[config.mk]
export PLATFORM = sky130hd
export DESIGN_NAME = pcm_line_reader
export DESIGN_NICKNAME = d
export VERILOG_FILES = /design/src/rtl/pcm_pkg.sv /design/src/rtl/pcm_line_fifo.sv /design/src/rtl/pcm_line_reader.sv
export SDC_FILE = /design/constraint.sdc
export NUM_CORES = 1
export LEC_CHECK = 0
export CAP_MARGIN = 20
export CORE_MARGIN = 2
export CORE_UTILIZATION = 45
export CTS_CLUSTER_SIZE = 28
export DETAILED_ROUTE_END_ITERATION = 8
export PLACE_DENSITY = 0.65
export SYNTH_ARGS = -nofsm -noshare
export SYNTH_HDL_FRONTEND = slang
export SYNTH_SLANG_ARGS = --single-unit
[constraint.sdc]
create_clock -name clk -period 11.3 [get_ports clk]
set_input_delay 2.825 -clock clk [delete_from_list [all_inputs] [get_ports clk]]
set_output_delay 2.825 -clock clk [all_outputs]
set_load 0.02 [all_outputs]
[src/rtl/pcm_pkg.sv]
// Shared widths, stereo frame layout and fetch-state encoding for the PCM line reader.
package pcm_pkg;

  localparam int PCM_ADDR_W   = 22;
  localparam int PCM_LINE_W   = 128;
  localparam int PCM_SAMPLE_W = 32;

  typedef struct packed {
    logic [15:0] r;
    logic [15:0] l;
  } frame_t;

  typedef enum logic [1:0] {
    ST_IDLE    = 2'd0,
    ST_REQ     = 2'd1,
    ST_WAITBUF = 2'd2,
    ST_FLUSH   = 2'd3
  } fetch_state_t;

endpackage

[src/rtl/pcm_line_fifo.sv]
// Small synchronous line FIFO with a combinational head so the reader can pick a frame
// from the oldest line in the same cycle that sample_ready arrives.
module pcm_line_fifo
  import pcm_pkg::*;
#(
  parameter int W     = PCM_LINE_W,
  parameter int DEPTH = 2
) (
  input  logic                       clk,
  input  logic                       reset_n,
  input  logic                       i_push,
  input  logic                       i_pop,
  input  logic [W-1:0]               i_din,
  output logic                       o_full,
  output logic                       o_empty,
  output logic [$clog2(DEPTH):0]     o_count,
  output logic [W-1:0]               o_head
);

  localparam int PTR_W = $clog2(DEPTH);
  localparam int CNT_W = PTR_W + 1;

  logic [W-1:0]     r_mem [DEPTH];
  logic [PTR_W-1:0] r_wr_ptr;
  logic [PTR_W-1:0] r_rd_ptr;
  logic [CNT_W-1:0] r_count;
  logic             w_do_push;
  logic             w_do_pop;

  assign o_full    = (r_count == CNT_W'(DEPTH));
  assign o_empty   = (r_count == '0);
  assign o_count   = r_count;
  assign o_head    = r_mem[r_rd_ptr];
  assign w_do_push = i_push && !o_full;
  assign w_do_pop  = i_pop && !o_empty;

  always_ff @(posedge clk) begin
    if (w_do_push) begin
      r_mem[r_wr_ptr] <= i_din;
    end
  end

  // DEPTH is a power of two, so the pointers wrap on their own.
  always_ff @(posedge clk) begin
    if (!reset_n) begin
      r_wr_ptr <= '0;
      r_rd_ptr <= '0;
      r_count  <= '0;
    end else begin
      if (w_do_push) r_wr_ptr <= r_wr_ptr + PTR_W'(1);
      if (w_do_pop)  r_rd_ptr <= r_rd_ptr + PTR_W'(1);
      case ({w_do_push, w_do_pop})
        2'b10:   r_count <= r_count + CNT_W'(1);
        2'b01:   r_count <= r_count - CNT_W'(1);
        default: r_count <= r_count;
      endcase
    end
  end

endmodule

[src/rtl/pcm_line_reader.sv]
// Fetches PCM lines from the SDRAM arbiter into a line FIFO and hands stereo frames to the
// I2S serializer. Define PCM_LINE_READER_LOOP_EN to replay the same region until reset.
module pcm_line_reader
  import pcm_pkg::*;
#(
  parameter int ADDR_W     = PCM_ADDR_W,
  parameter int LINE_W     = PCM_LINE_W,
  parameter int SAMPLE_W   = PCM_SAMPLE_W,
  parameter int FIFO_DEPTH = 2
) (
  input  logic                clk,
  input  logic                reset_n,
  input  logic                start,
  input  logic [ADDR_W-1:0]   base_addr,
  input  logic [ADDR_W-1:0]   num_lines,
  input  logic                sdram_wait,
  input  logic                sdram_ac,
  input  logic [LINE_W-1:0]   sdram_rddata,
  output logic                sdram_rd,
  output logic [ADDR_W-1:0]   sdram_addr,
  input  logic                sample_ready,
  output logic [SAMPLE_W-1:0] sample_data,
  output logic                sample_valid,
  output logic                busy,
  output logic                done
);

  localparam int FPL   = LINE_W / SAMPLE_W;
  localparam int K_W   = (FPL > 1) ? $clog2(FPL) : 1;
  localparam int CNT_W = $clog2(FIFO_DEPTH) + 1;

  fetch_state_t        r_state;
  logic [ADDR_W-1:0]   r_addr;
  logic [ADDR_W-1:0]   r_rem;
  logic                r_busy;
  logic                r_done;
  logic [K_W-1:0]      r_k;
  logic [SAMPLE_W-1:0] r_sample_data;
  logic                r_sample_valid;

  logic                w_push;
  logic                w_pop;
  logic                w_full;
  logic                w_empty;
  logic [CNT_W-1:0]    w_count;
  logic [LINE_W-1:0]   w_head;
  logic                w_will_full;
  frame_t              w_frame;

  assign sdram_rd     = (r_state == ST_REQ) && !sdram_wait;
  assign sdram_addr   = r_addr;
  assign busy         = r_busy;
  assign done         = r_done;
  assign sample_data  = r_sample_data;
  assign sample_valid = r_sample_valid;

  assign w_push      = sdram_rd && sdram_ac;
  assign w_pop       = sample_ready && !w_empty && (r_k == K_W'(FPL - 1));
  // Full after this edge, accounting for a pop landing in the same cycle as the push.
  assign w_will_full = (w_count + CNT_W'(1) - CNT_W'(w_pop)) == CNT_W'(FIFO_DEPTH);
  assign w_frame     = w_head[SAMPLE_W*r_k +: SAMPLE_W];

  pcm_line_fifo #(
    .W     (LINE_W),
    .DEPTH (FIFO_DEPTH)
  ) u_fifo (
    .clk     (clk),
    .reset_n (reset_n),
    .i_push  (w_push),
    .i_pop   (w_pop),
    .i_din   (sdram_rddata),
    .o_full  (w_full),
    .o_empty (w_empty),
    .o_count (w_count),
    .o_head  (w_head)
  );

`ifdef PCM_LINE_READER_LOOP_EN
  logic [ADDR_W-1:0] r_base;
  logic [ADDR_W-1:0] r_num;

  always_ff @(posedge clk) begin
    if (!reset_n) begin
      r_base <= '0;
      r_num  <= '0;
    end else if (r_state == ST_IDLE && start) begin
      r_base <= base_addr;
      r_num  <= num_lines;
    end
  end
`endif

  always_ff @(posedge clk) begin
    if (!reset_n) begin
      r_state <= ST_IDLE;
      r_addr  <= '0;
      r_rem   <= '0;
      r_busy  <= 1'b0;
      r_done  <= 1'b0;
    end else begin
      case (r_state)
        ST_IDLE: begin
          if (start) begin
            if (num_lines != '0) begin
              r_addr  <= base_addr;
              r_rem   <= num_lines;
              r_busy  <= 1'b1;
              r_done  <= 1'b0;
              r_state <= ST_REQ;
            end else begin
              r_done <= 1'b1;
            end
          end
        end
        ST_REQ: begin
          if (w_push) begin
            r_addr <= r_addr + ADDR_W'(1);
            r_rem  <= r_rem - ADDR_W'(1);
            if (r_rem == ADDR_W'(1)) begin
`ifdef PCM_LINE_READER_LOOP_EN
              r_addr <= r_base;
              r_rem  <= r_num;
              if (w_will_full) r_state <= ST_WAITBUF;
`else
              r_state <= ST_FLUSH;
`endif
            end else if (w_will_full) begin
              r_state <= ST_WAITBUF;
            end
          end
        end
        ST_WAITBUF: begin
          if (!w_full) r_state <= ST_REQ;
        end
        ST_FLUSH: begin
          // The head pops together with its last frame, so empty means playback is over.
          if (w_empty) begin
            r_busy  <= 1'b0;
            r_done  <= 1'b1;
            r_state <= ST_IDLE;
          end
        end
        default: r_state <= ST_IDLE;
      endcase
    end
  end

  always_ff @(posedge clk) begin
    if (!reset_n) begin
      r_k            <= '0;
      r_sample_data  <= '0;
      r_sample_valid <= 1'b0;
    end else begin
      r_sample_valid <= sample_ready;
      if (sample_ready) begin
        if (!w_empty) begin
          r_sample_data <= w_frame;
          r_k           <= (r_k == K_W'(FPL - 1)) ? '0 : r_k + K_W'(1);
        end else begin
          r_sample_data <= '0;
        end
      end
    end
  end

endmodule

==> impl_metrics.toml <==
[status]
outcome = "finished, final reports clean"

[routing]
routed_wl_mm = 32.03
drt_first_pass_iters = 5
drt_iter0_drc = 689
routedWlPerCell_um = 19.51
num_vias = 9062
routed_via_density = 5.519
ant_nets = 0
drc = 0

[synthesis]
ys_types = 62
yosys_warnings = 0
synth_seq_cells = 344
syn-cell-area_um2 = 14100
ys_seq_area_share_pct = 67.02
syn_inst = 990
synth_ff_type = "edfxtp_1"
syn_nets = 1175
synth.avg_cell_area_um2 = 14.24
synth-async-reset-ratio_pct = 0
synth_edf_count = 256

[global_routing]
grt_pass1_vias = 9136
grt_pass1_wl_mm = 50.08
grt_max_degree = 96
overflow = 0
grt_usage_pct = 19.36
antenna_found_initial = 5

[cts]
cts_sinks = 344
clkSlewWorstSetupHoldPaths_ps = 50
ctsRootBufferMaster = "clkbuf_16"
ctsHoldBuffers = 0
htree_num_levels = 2
ctsResizeCount = 0
cts_buffers = 38
cts_setup_buffers = 0
cts_tree = "done"
clk_latency_ps = 510
clockBufferDepth = 3

[critical_path]
critPathLaunchType = "input pin"
crit_fanout = 4
required_ps = 8480
cp.arrival_ps = 4030
reg2reg_slack_ps = 7800
end_kind = "output port"
path_class = "input pin to output port"

[final_layout]
stdcell_area_um2 = 18130
final_cell_mix = "edfxtp_1 (256), clkdlybuf4s50_1 (235), nor2_1 (117)"
layout_commonest_cell = "edfxtp_1"
area_growth_pct = 28.60
n_fill_cell = 2426
drive_above_1_share_pct = 12.40
finalNetCount = 1399

[sta]
fin_hold_ws_ps = 450.4
grt_setup_unrepaired = "no"
drv_slew = 0
slew_headroom_pct = 30.74
max_freq_mhz = 145.8
hold_viol = 0
finClkSkew_ps = 16.57
worst_slew_pin_slew_ps = 1039
setup_viol = 0
fin_crit_ps = 6860
final.setup.tns_ps = 0
timing.final.crit_share_pct = 60.70

[placed_design]
hpwl_mm = 19.74
dpl-instance-area_um2 = 16820
gp_congestion = 0.8087
portBuffers = 235

[floorplanning]
core-area_um2 = 30750
dieHeight_um = 181
initial_core_util_pct = 45.85
dieArea_um2 = 32760
rows = 64
io_pins = 236
die_w_um = 181

[run]
cap_viol_max_count = 0

[power]
power_leakage_nw = 5.910
ir_drop_v = 0.0001443
powerDensity_nw_per_um2 = 166.3

[min_path]
hold_path.class = "flop to flop"
## flip-flops by register name (all words and copies together), names as in the netlist, named ones only
register,count
u_fifo.r_mem,256
sample_data,32
r_rem,22
sdram_addr,22
r_k,2
r_state,2
u_fifo.o_count,2
busy,1
done,1
sample_valid,1
u_fifo.r_rd_ptr,1
u_fifo.r_wr_ptr,1
## critical path: stages
cell,delay [ps]
clkdlybuf4s50_1,470
nor2_1,120
clkdlybuf4s50_1,620
## report_power, final
| part | internal [W] | switching (W) | leakage [nW] |
|---|---|---|---|
| clock | 0.000792 | 0.000482 | 0.632 |
| sequential | 0.00140 | 0.0000284 | 3.03 |
| combinational | 0.000146 | 0.000168 | 2.24 |
| total | 0.00234 | 0.000679 | 5.91 |
## stage by stage
step                      power, W  worst slack, ps  instances  util (%)
after floorplan           0.001624             2014        990         -
after global routing      0.003129             4388       1639     58.94
after CTS                 0.003044             4437       1638     58.93
after detailed placement  0.001767             4440       1570     54.69
after global placement    0.001761             4462       1570     54.69
final                     0.003015             4440       1642     58.96
## logic make-up after synthesis
kind of cell,share of synthesized area [%]
xor+xnor,0.3107
flops,67.02
simple gates,8.795
fa+ha+maj,0.6212
buf+inv,2.148
compound gates,8.609
mux,12.50
## cell type report
| type | count | area, um^2 | area share [%] |
|---|---|---|---|
| flip-flops and latches | 344 | 9458 | 52.16 |
| multi-input cells | 569 | 4365 | 24.08 |
| repair buffers | 248 | 2450 | 13.51 |
| clock buffers | 52 | 1054 | 5.811 |
| well taps | 396 | 495.5 | 2.733 |
| clock inverters | 16 | 250.2 | 1.380 |
| inverters | 13 | 48.80 | 0.2691 |
| diodes | 4 | 10.01 | 0.05521 |
## path summary, 6_finish.rpt
path               from             endpoint  cells after the start
max          sdram_wait             sdram_rd                      3
min           r_rem[11]            r_rem[11]                      2
max reg2reg  r_state[0]  u_fifo.r_mem[0][53]                      6
min reg2reg   r_rem[11]            r_rem[11]                      2
## layer usage
layer	share of wire (%)	up-vias	global-route usage [%]
li1	-	4285	-
met1	44	4466	26.20
met2	48	261	31.46
met3	7.0	44	5.342
met4	1.4	6	4.325
met5	0.14	-	0
## Yosys cell counts (4+ instances only)
cell | count | area [um^2]
a211oi_1 | 5 | 37.54
a21o_1 | 11 | 82.58
a21oi_1 | 84 | 420.4
a31oi_1 | 11 | 68.82
buf_1 | 11 | 41.29
buf_2 | 11 | 55.05
clkbuf_1 | 42 | 157.7
dfxtp_1 | 88 | 1762
edfxtp_1 | 256 | 7687
ha_1 | 7 | 87.58
inv_1 | 13 | 48.80
mux2i_1 | 32 | 320.3
mux4_2 | 64 | 1441
nand2_1 | 57 | 214.0
nand2b_1 | 7 | 43.79
nand3_1 | 15 | 75.07
nand4_1 | 8 | 50.05
nor2_1 | 118 | 442.9
nor2b_1 | 5 | 31.28
nor3_1 | 14 | 70.07
nor4_1 | 7 | 43.79
o211ai_1 | 10 | 75.07
o21ai_0 | 36 | 180.2
o31ai_1 | 9 | 67.56
or4_1 | 4 | 30.03
Power figures use the tool's default switching activity.
